==> src/rtl/bomb_sequencer_if.sv <==
// rtl/bomb_sequencer_if.sv - link between the game sequencer and the countdown digit datapath
//
// Purpose: carries the countdown command/tick from the sequencer and the three
//          BCD digits back from the countdown.
// Signals:
//   switch_op   : 8'h10 for one cycle = start countdown, else 8'h00
//   sec_timer   : one-cycle tick strobe to the countdown
//   digit_three : hundreds digit (BCD) from the countdown
//   digit_two   : tens digit (BCD) from the countdown
//   digit_one   : ones digit (BCD) from the countdown
interface bomb_sequencer_if;
    logic [7:0] switch_op;
    logic       sec_timer;
    logic [3:0] digit_three;
    logic [3:0] digit_two;
    logic [3:0] digit_one;

    modport master (
        output switch_op,
        output sec_timer,
        input  digit_three,
        input  digit_two,
        input  digit_one
    );

    modport slave (
        input  switch_op,
        input  sec_timer,
        output digit_three,
        output digit_two,
        output digit_one
    );
endinterface

==> src/rtl/bomb_sequencer.sv <==
// rtl/bomb_sequencer.sv - game controller that arms the countdown, ticks it and judges defuse/explode
//
// Purpose: conditions the arm button and wire loops, runs the IDLE/ARMING/ACTIVE/
//          DEFUSED/EXPLODED game FSM, generates the strike-scaled second tick and
//          decides the outcome.
// Ports:
//   clk       : system clock, rising edge
//   reset     : asynchronous active-low reset, clears all state
//   arm_btn   : debounced arm button (asynchronous, active-high)
//   wires     : wire loop inputs (asynchronous, 1 = intact, 0 = cut)
//   key_code  : wires that must be cut to defuse, latched at arm
//   cd        : countdown link (switch_op, sec_timer out; digits in)
//   strikes   : current strike count
//   state_out : FSM state encoding
//   defused   : high while in DEFUSED
//   exploded  : high while in EXPLODED
module bomb_sequencer #(
    parameter int TICK_DIV    = 50000000,
    parameter int MAX_STRIKES = 3
) (
    input  logic                    clk,
    input  logic                    reset,
    input  logic                    arm_btn,
    input  logic [3:0]              wires,
    input  logic [3:0]              key_code,
    bomb_sequencer_if.master        cd,
    output logic [1:0]              strikes,
    output logic [2:0]              state_out,
    output logic                    defused,
    output logic                    exploded
);

    localparam int          CW      = $clog2(TICK_DIV);
    localparam logic [31:0] DIV     = 32'(TICK_DIV);
    localparam logic [1:0]  MAX_STR = 2'(MAX_STRIKES);

    typedef enum logic [2:0] {
        S_IDLE     = 3'd0,
        S_ARMING   = 3'd1,
        S_ACTIVE   = 3'd2,
        S_DEFUSED  = 3'd3,
        S_EXPLODED = 3'd4
    } state_t;

    state_t state, state_nxt;

    // input conditioning: two synchronizer flops plus an edge register
    logic       arm_s1, arm_s2, arm_prev;
    logic [3:0] wires_s1, wires_s2, wires_prev;

    logic [3:0]    code, code_nxt;
    logic [3:0]    mask, mask_nxt;
    logic [1:0]    strikes_nxt;
    logic [CW-1:0] count, count_nxt;
    logic [7:0]    switch_op_r, switch_op_nxt;
    logic          sec_timer_r, sec_timer_nxt;
    logic          defused_nxt, exploded_nxt;

    logic          arm_rise;
    logic [3:0]    cut;
    logic          wires_whole;
    logic [31:0]   period_last;
    logic          tick_hit;
    logic          digits_zero;
    logic          wrong_cut;
    logic [1:0]    strikes_inc;
    logic [3:0]    mask_upd;
    logic          boom;
    logic          win;

    always_ff @(posedge clk or negedge reset) begin
        if (!reset) begin
            arm_s1     <= 1'b0;
            arm_s2     <= 1'b0;
            arm_prev   <= 1'b0;
            wires_s1   <= 4'hF;
            wires_s2   <= 4'hF;
            wires_prev <= 4'hF;
        end else begin
            arm_s1     <= arm_btn;
            arm_s2     <= arm_s1;
            arm_prev   <= arm_s2;
            wires_s1   <= wires;
            wires_s2   <= wires_s1;
            wires_prev <= wires_s2;
        end
    end

    assign arm_rise    = arm_s2 & ~arm_prev;
    assign cut         = wires_prev & ~wires_s2;
    assign wires_whole = (wires_s2 == 4'hF);

    // the tick period halves with each strike; a strike only changes the compare
    // target, so an overshooting count runs on to the full-period wrap once
    assign period_last = (DIV >> strikes) - 32'd1;
    assign tick_hit    = (32'(count) == period_last);
    assign digits_zero = (cd.digit_three == 4'd0) && (cd.digit_two == 4'd0)
                      && (cd.digit_one == 4'd0);

    // any number of wrong wires cut in one cycle costs a single strike
    assign wrong_cut   = |(cut & ~code);
    assign strikes_inc = (wrong_cut && (strikes != MAX_STR)) ? strikes + 2'd1 : strikes;
    assign mask_upd    = mask | (cut & code);
    assign boom        = (strikes_inc == MAX_STR) || (tick_hit && digits_zero);
    assign win         = (mask_upd == code);

    always_ff @(posedge clk or negedge reset) begin
        if (!reset) begin
            state       <= S_IDLE;
            code        <= 4'h0;
            mask        <= 4'h0;
            strikes     <= 2'd0;
            count       <= '0;
            switch_op_r <= 8'h00;
            sec_timer_r <= 1'b0;
            defused     <= 1'b0;
            exploded    <= 1'b0;
        end else begin
            state       <= state_nxt;
            code        <= code_nxt;
            mask        <= mask_nxt;
            strikes     <= strikes_nxt;
            count       <= count_nxt;
            switch_op_r <= switch_op_nxt;
            sec_timer_r <= sec_timer_nxt;
            defused     <= defused_nxt;
            exploded    <= exploded_nxt;
        end
    end

    always_comb begin
        state_nxt     = state;
        code_nxt      = code;
        mask_nxt      = mask;
        strikes_nxt   = strikes;
        count_nxt     = count;
        switch_op_nxt = 8'h00;
        sec_timer_nxt = 1'b0;
        defused_nxt   = defused;
        exploded_nxt  = exploded;

        case (state)
            S_IDLE: begin
                if (arm_rise && wires_whole && (key_code != 4'h0)) begin
                    code_nxt      = key_code;
                    mask_nxt      = 4'h0;
                    strikes_nxt   = 2'd0;
                    switch_op_nxt = 8'h10;
                    state_nxt     = S_ARMING;
                end
            end
            S_ARMING: begin
                count_nxt = '0;
                state_nxt = S_ACTIVE;
            end
            S_ACTIVE: begin
                mask_nxt    = mask_upd;
                strikes_nxt = strikes_inc;
                if (tick_hit || (32'(count) == DIV - 32'd1)) begin
                    count_nxt = '0;
                end else begin
                    count_nxt = count + CW'(1);
                end
                // explode outranks defuse, and either outcome swallows the tick
                if (boom) begin
                    exploded_nxt = 1'b1;
                    state_nxt    = S_EXPLODED;
                end else if (win) begin
                    defused_nxt = 1'b1;
                    state_nxt   = S_DEFUSED;
                end else begin
                    sec_timer_nxt = tick_hit;
                end
            end
            S_DEFUSED, S_EXPLODED: begin
                if (arm_rise && wires_whole) begin
                    strikes_nxt  = 2'd0;
                    mask_nxt     = 4'h0;
                    defused_nxt  = 1'b0;
                    exploded_nxt = 1'b0;
                    state_nxt    = S_IDLE;
                end
            end
            default: begin
                state_nxt = S_IDLE;
            end
        endcase
    end

    assign cd.switch_op = switch_op_r;
    assign cd.sec_timer = sec_timer_r;
    assign state_out    = state;

endmodule

==> src/flat_wrapper.sv <==
// flat-port wrapper written by rule: the top's interface ports become plain ports
module bomb_sequencer_flat 
#(
    parameter int TICK_DIV    = 50000000,
    parameter int MAX_STRIKES = 3
)
  (clk, reset, arm_btn, wires, key_code, strikes, state_out, defused, exploded, cd_switch_op, cd_sec_timer, cd_digit_three, cd_digit_two, cd_digit_one);
  bomb_sequencer_if cd_i ();
  input  logic clk;
  input  logic reset;
  input  logic arm_btn;
  input  logic [3:0] wires;
  input  logic [3:0] key_code;
  output logic [1:0] strikes;
  output logic [2:0] state_out;
  output logic defused;
  output logic exploded;
  output wire logic [$bits(cd_i.switch_op)-1:0] cd_switch_op;
  output wire logic [$bits(cd_i.sec_timer)-1:0] cd_sec_timer;
  input wire logic [$bits(cd_i.digit_three)-1:0] cd_digit_three;
  input wire logic [$bits(cd_i.digit_two)-1:0] cd_digit_two;
  input wire logic [$bits(cd_i.digit_one)-1:0] cd_digit_one;
  assign cd_switch_op = cd_i.switch_op;
  assign cd_sec_timer = cd_i.sec_timer;
  assign cd_i.digit_three = cd_digit_three;
  assign cd_i.digit_two = cd_digit_two;
  assign cd_i.digit_one = cd_digit_one;
  bomb_sequencer #(.TICK_DIV(TICK_DIV), .MAX_STRIKES(MAX_STRIKES)) u_core (.clk(clk), .reset(reset), .arm_btn(arm_btn), .wires(wires), .key_code(key_code), .cd(cd_i), .strikes(strikes), .state_out(state_out), .defused(defused), .exploded(exploded));
endmodule
==> config.mk <==
export PLATFORM = sky130hd
export DESIGN_NAME = bomb_sequencer_flat
export DESIGN_NICKNAME = d
export VERILOG_FILES = /design/src/rtl/bomb_sequencer_if.sv /design/src/rtl/bomb_sequencer.sv /design/src/flat_wrapper.sv
export SDC_FILE = /design/constraint.sdc
export NUM_CORES = 1
export LEC_CHECK = 0
export ABC_AREA = 1
export ABC_CLOCK_PERIOD_IN_PS = 5600
export CORE_ASPECT_RATIO = 0.7
export CORE_UTILIZATION = 36
export DETAILED_ROUTE_END_ITERATION = 8
export PLACE_DENSITY = 0.53
export SLEW_MARGIN = 15
export SYNTH_ARGS = -nofsm -noshare
export SYNTH_HDL_FRONTEND = slang
export SYNTH_SLANG_ARGS = --single-unit
==> constraint.sdc <==
create_clock -name clk -period 5.6 [get_ports clk]
set_clock_uncertainty 0.05 [all_clocks]
set_input_delay 1.12 -clock clk [delete_from_list [all_inputs] [get_ports clk]]
set_output_delay 1.12 -clock clk [all_outputs]
set_load 0.01 [all_outputs]
==> impl_metrics.json <==
{
  "ys_seq_elements": 58,
  "cts-resized-gates": 0,
  "viasPerCell": 5.11,
  "arrival_ns": 2.92,
  "p_per_area_mw_per_mm2": 405,
  "fillers": 957,
  "ant_nets": 0,
  "async_flop_share_pct": 100,
  "dr.first_iter.drc_count": 337,
  "rsz0062_at_grt": "false",
  "die_h_um": 84.7,
  "place_hpwl_um": 7460,
  "antenna_found_initial": 0,
  "cts_tree": "yes",
  "clk_pin_slew_ns": 0.06,
  "tightest_slew_ns": 0.984,
  "drt_wl_total_um": 9940,
  "synth.yosys.seq_area_share_pct": 41.6,
  "core_mm2": 0.00929,
  "period_share_pct": 49.6,
  "startpoint_type": "flip-flop",
  "grtUsageTotal_pct": 21.6,
  "cts_buffers": 9,
  "max_stage_delay_ns": 0.53,
  "grt-ovfl-total": 0,
  "cts_root_buffer": "clkbuf_16",
  "fin_hold_ws_ns": 0.301,
  "die-area_mm2": 0.0102,
  "fin_tns_setup_ns": 0,
  "cts_post_setup_buffers_inserted": 0,
  "fmax_ghz": 0.360,
  "first_global_vias": 3026,
  "ys_warn_count": 0,
  "wl_per_cell_um": 15.6,
  "min_period_ns": 2.78,
  "diodes": 0,
  "ys.flop_type": "dfrtp_1",
  "status": "finished, final reports clean",
  "cts_sinks": 58,
  "layout.nets": 543,
  "dr.pass1.iters": 5,
  "cts_max_level": 3,
  "insertion_delay_ns": 0.33,
  "crit_type": "reg2reg",
  "drive_gt1_share_pct": 9.90,
  "fin_util_pct": 45.7,
  "drc": 0,
  "grt_max_degree": 36,
  "gp_congestion": 0.914,
  "cp_max_fo": 12,
  "vias": 3263,
  "ios": 39,
  "drv_slew": 0,
  "path_cells": "inv_1 -> ha_1 -> inv_1 -> ha_1 -> inv_1 -> nand2_1 -> nand2_1 -> nand2_1 -> nor2_1 -> nand2_1 -> nor2_1 -> nand2_1 -> nand3_1 -> o21ai_0",
  "max_cap_viol_count": 0,
  "crit_top_cell": "nand2_1",
  "min_path_type": "reg2reg",
  "critPathCaptureType": "flip-flop",
  "cp_slowest_cell": "dfrtp_1",
  "syn-cell-area_mm2": 0.00352,
  "syn_inst": 474,
  "relSlewSlack_pct": 34.3,
  "synth_enable_flop_cells": 0,
  "grt_first_pass_wirelength_um": 16500,
  "fp-row-count": 29,
  "worstPathRequired_ns": 5.74,
  "hold_viol": 0,
  "synth.avg_cell_area_um2": 7.43,
  "instances_no_fill": 639,
  "cts_buffer_depth": 2,
  "peakVddDrop_v": 0.000341,
  "holdBufCountCts": 0,
  "synthToLayoutAreaGrowth_pct": 20.5,
  "p_leak_nw": 1.91,
  "finalSetupViolCount": 0,
  "ys_types": 32,
  "initial_core_util_pct": 37.9,
  "io_buffers": 31,
  "dp.cells": 623,
  "die_width_um": 120
}
-- state kept, by name, indices dropped and copies added (netlist names) --
| signal | count |
|---|---|
| u_core.count | 26 |
| u_core.code | 4 |
| u_core.mask | 4 |
| u_core.wires_prev | 4 |
| u_core.wires_s1 | 4 |
| u_core.wires_s2 | 4 |
| u_core.state_out | 3 |
| u_core.strikes | 2 |
| u_core.arm_prev | 1 |
| u_core.arm_s1 | 1 |
| u_core.arm_s2 | 1 |
| u_core.cd.sec_timer | 1 |
| u_core.cd.switch_op | 1 |
| u_core.defused | 1 |
| u_core.exploded | 1 |
-- cells in the final DEF (no fill, tap or decap), drive strengths merged --
cell type	Yosys	routed
bufinv	0	2
buf	11	2
a31oi	1	1
conb	1	7
nand2	139	139
xnor2	5	5
nor3	14	14
xor2	9	9
ha	10	10
nor2b	1	1
a21oi	6	6
dfstp	12	12
clkdlybuf4s50	0	30
clkbuf	2	11
clkinv	1	3
a31o	1	1
nor4	3	3
clkinvlp	0	1
nand3b	3	3
nand4	12	12
dfrtp	46	46
nand3	40	40
nor2	47	47
inv	61	61
or2	2	2
o21ai	36	36
o22ai	11	11
-- Yosys cell counts (all sizes together) (3+ instances only) --
cell	n	area share (%)
inv	61	6.5
o22ai	11	2.0
nor3	14	2.7
ha	10	3.6
buf	11	2.3
nand4	12	2.1
dfrtp	46	33
dfstp	12	9.0
nand3	40	7.0
nor2	47	5.1
o21ai	36	5.1
xnor2	5	1.2
xor2	9	2.2
a21oi	6	0.85
nand3b	3	0.75
nand2	139	15
nor4	3	0.53
-- final cells by class --
class	count	area, um2	share of cell area [%]
Clock buffer	11	243	5.72
Clock inverter	5	77.6	1.83
Inverter	62	233	5.49
Multi-Input combinational cell	347	1760	41.4
Sequential cell	58	1470	34.6
Tap cell	124	155	3.66
Timing Repair Buffer	32	313	7.37
-- where the power goes --
part	leakage (nW)	total [W]	internal [W]	switching, W
logic	1.01	0.000579	0.000187	0.000392
clock network	0.156	0.000599	0.000400	0.000199
registers	0.744	0.000541	0.000482	0.0000594
-- final timing paths --
check	startpoint	to	slack, ns	cells after the start
min in group asynchronous	reset	u_core.arm_s1	0.75	1
hold / removal	u_core.arm_s1	u_core.arm_s2	0.30	0
setup reg to reg	u_core.strikes[0]	u_core.count[25]	2.82	14
max in group asynchronous	reset	u_core.wires_s1[3]	3.82	2
hold reg to reg	u_core.arm_s1	u_core.arm_s2	0.30	0
setup / recovery	u_core.strikes[0]	u_core.count[25]	2.82	14
-- worst max-delay path: cells and delay by family (launching register included) --
kind | cells | cell delay (ns)
simple gates | 8 | 0.99
flops | 1 | 0.53
fa+ha+maj | 2 | 0.50
buf+inv | 3 | 0.37
compound gates | 1 | 0.19
-- through the flow --
| step | cell area, um2 | setup WS (ns) | total power [W] |
|---|---|---|---|
| after CTS | 4240 | 2.86 | 0.00172 |
| after detailed placement | 3920 | 2.81 | 0.00111 |
| after global routing | 4240 | 2.62 | 0.00184 |
| after floorplan | 3540 | 3.33 | 0.000928 |
| after global placement | 3920 | 2.90 | 0.00111 |
| final | 4240 | 2.82 | 0.00172 |
-- cells by family after synthesis --
group                    share of synthesized area [%]
buffers and inverters                             9.13
flip-flops                                        41.6
adder cells (fa/ha/maj)                           3.55
AO/OA/AOI/OAI                                     8.35
AND/OR/NAND/NOR                                   33.7
XOR/XNOR                                          3.48
other                                            0.107
-- per-layer routing --
layer	GRT usage, %	part of all wire (%)
met5	0	0
met4	6.14	0.90
met3	4.69	7.1
met2	26.5	37
met1	35.9	55
(Power assumes the default switching activity.)
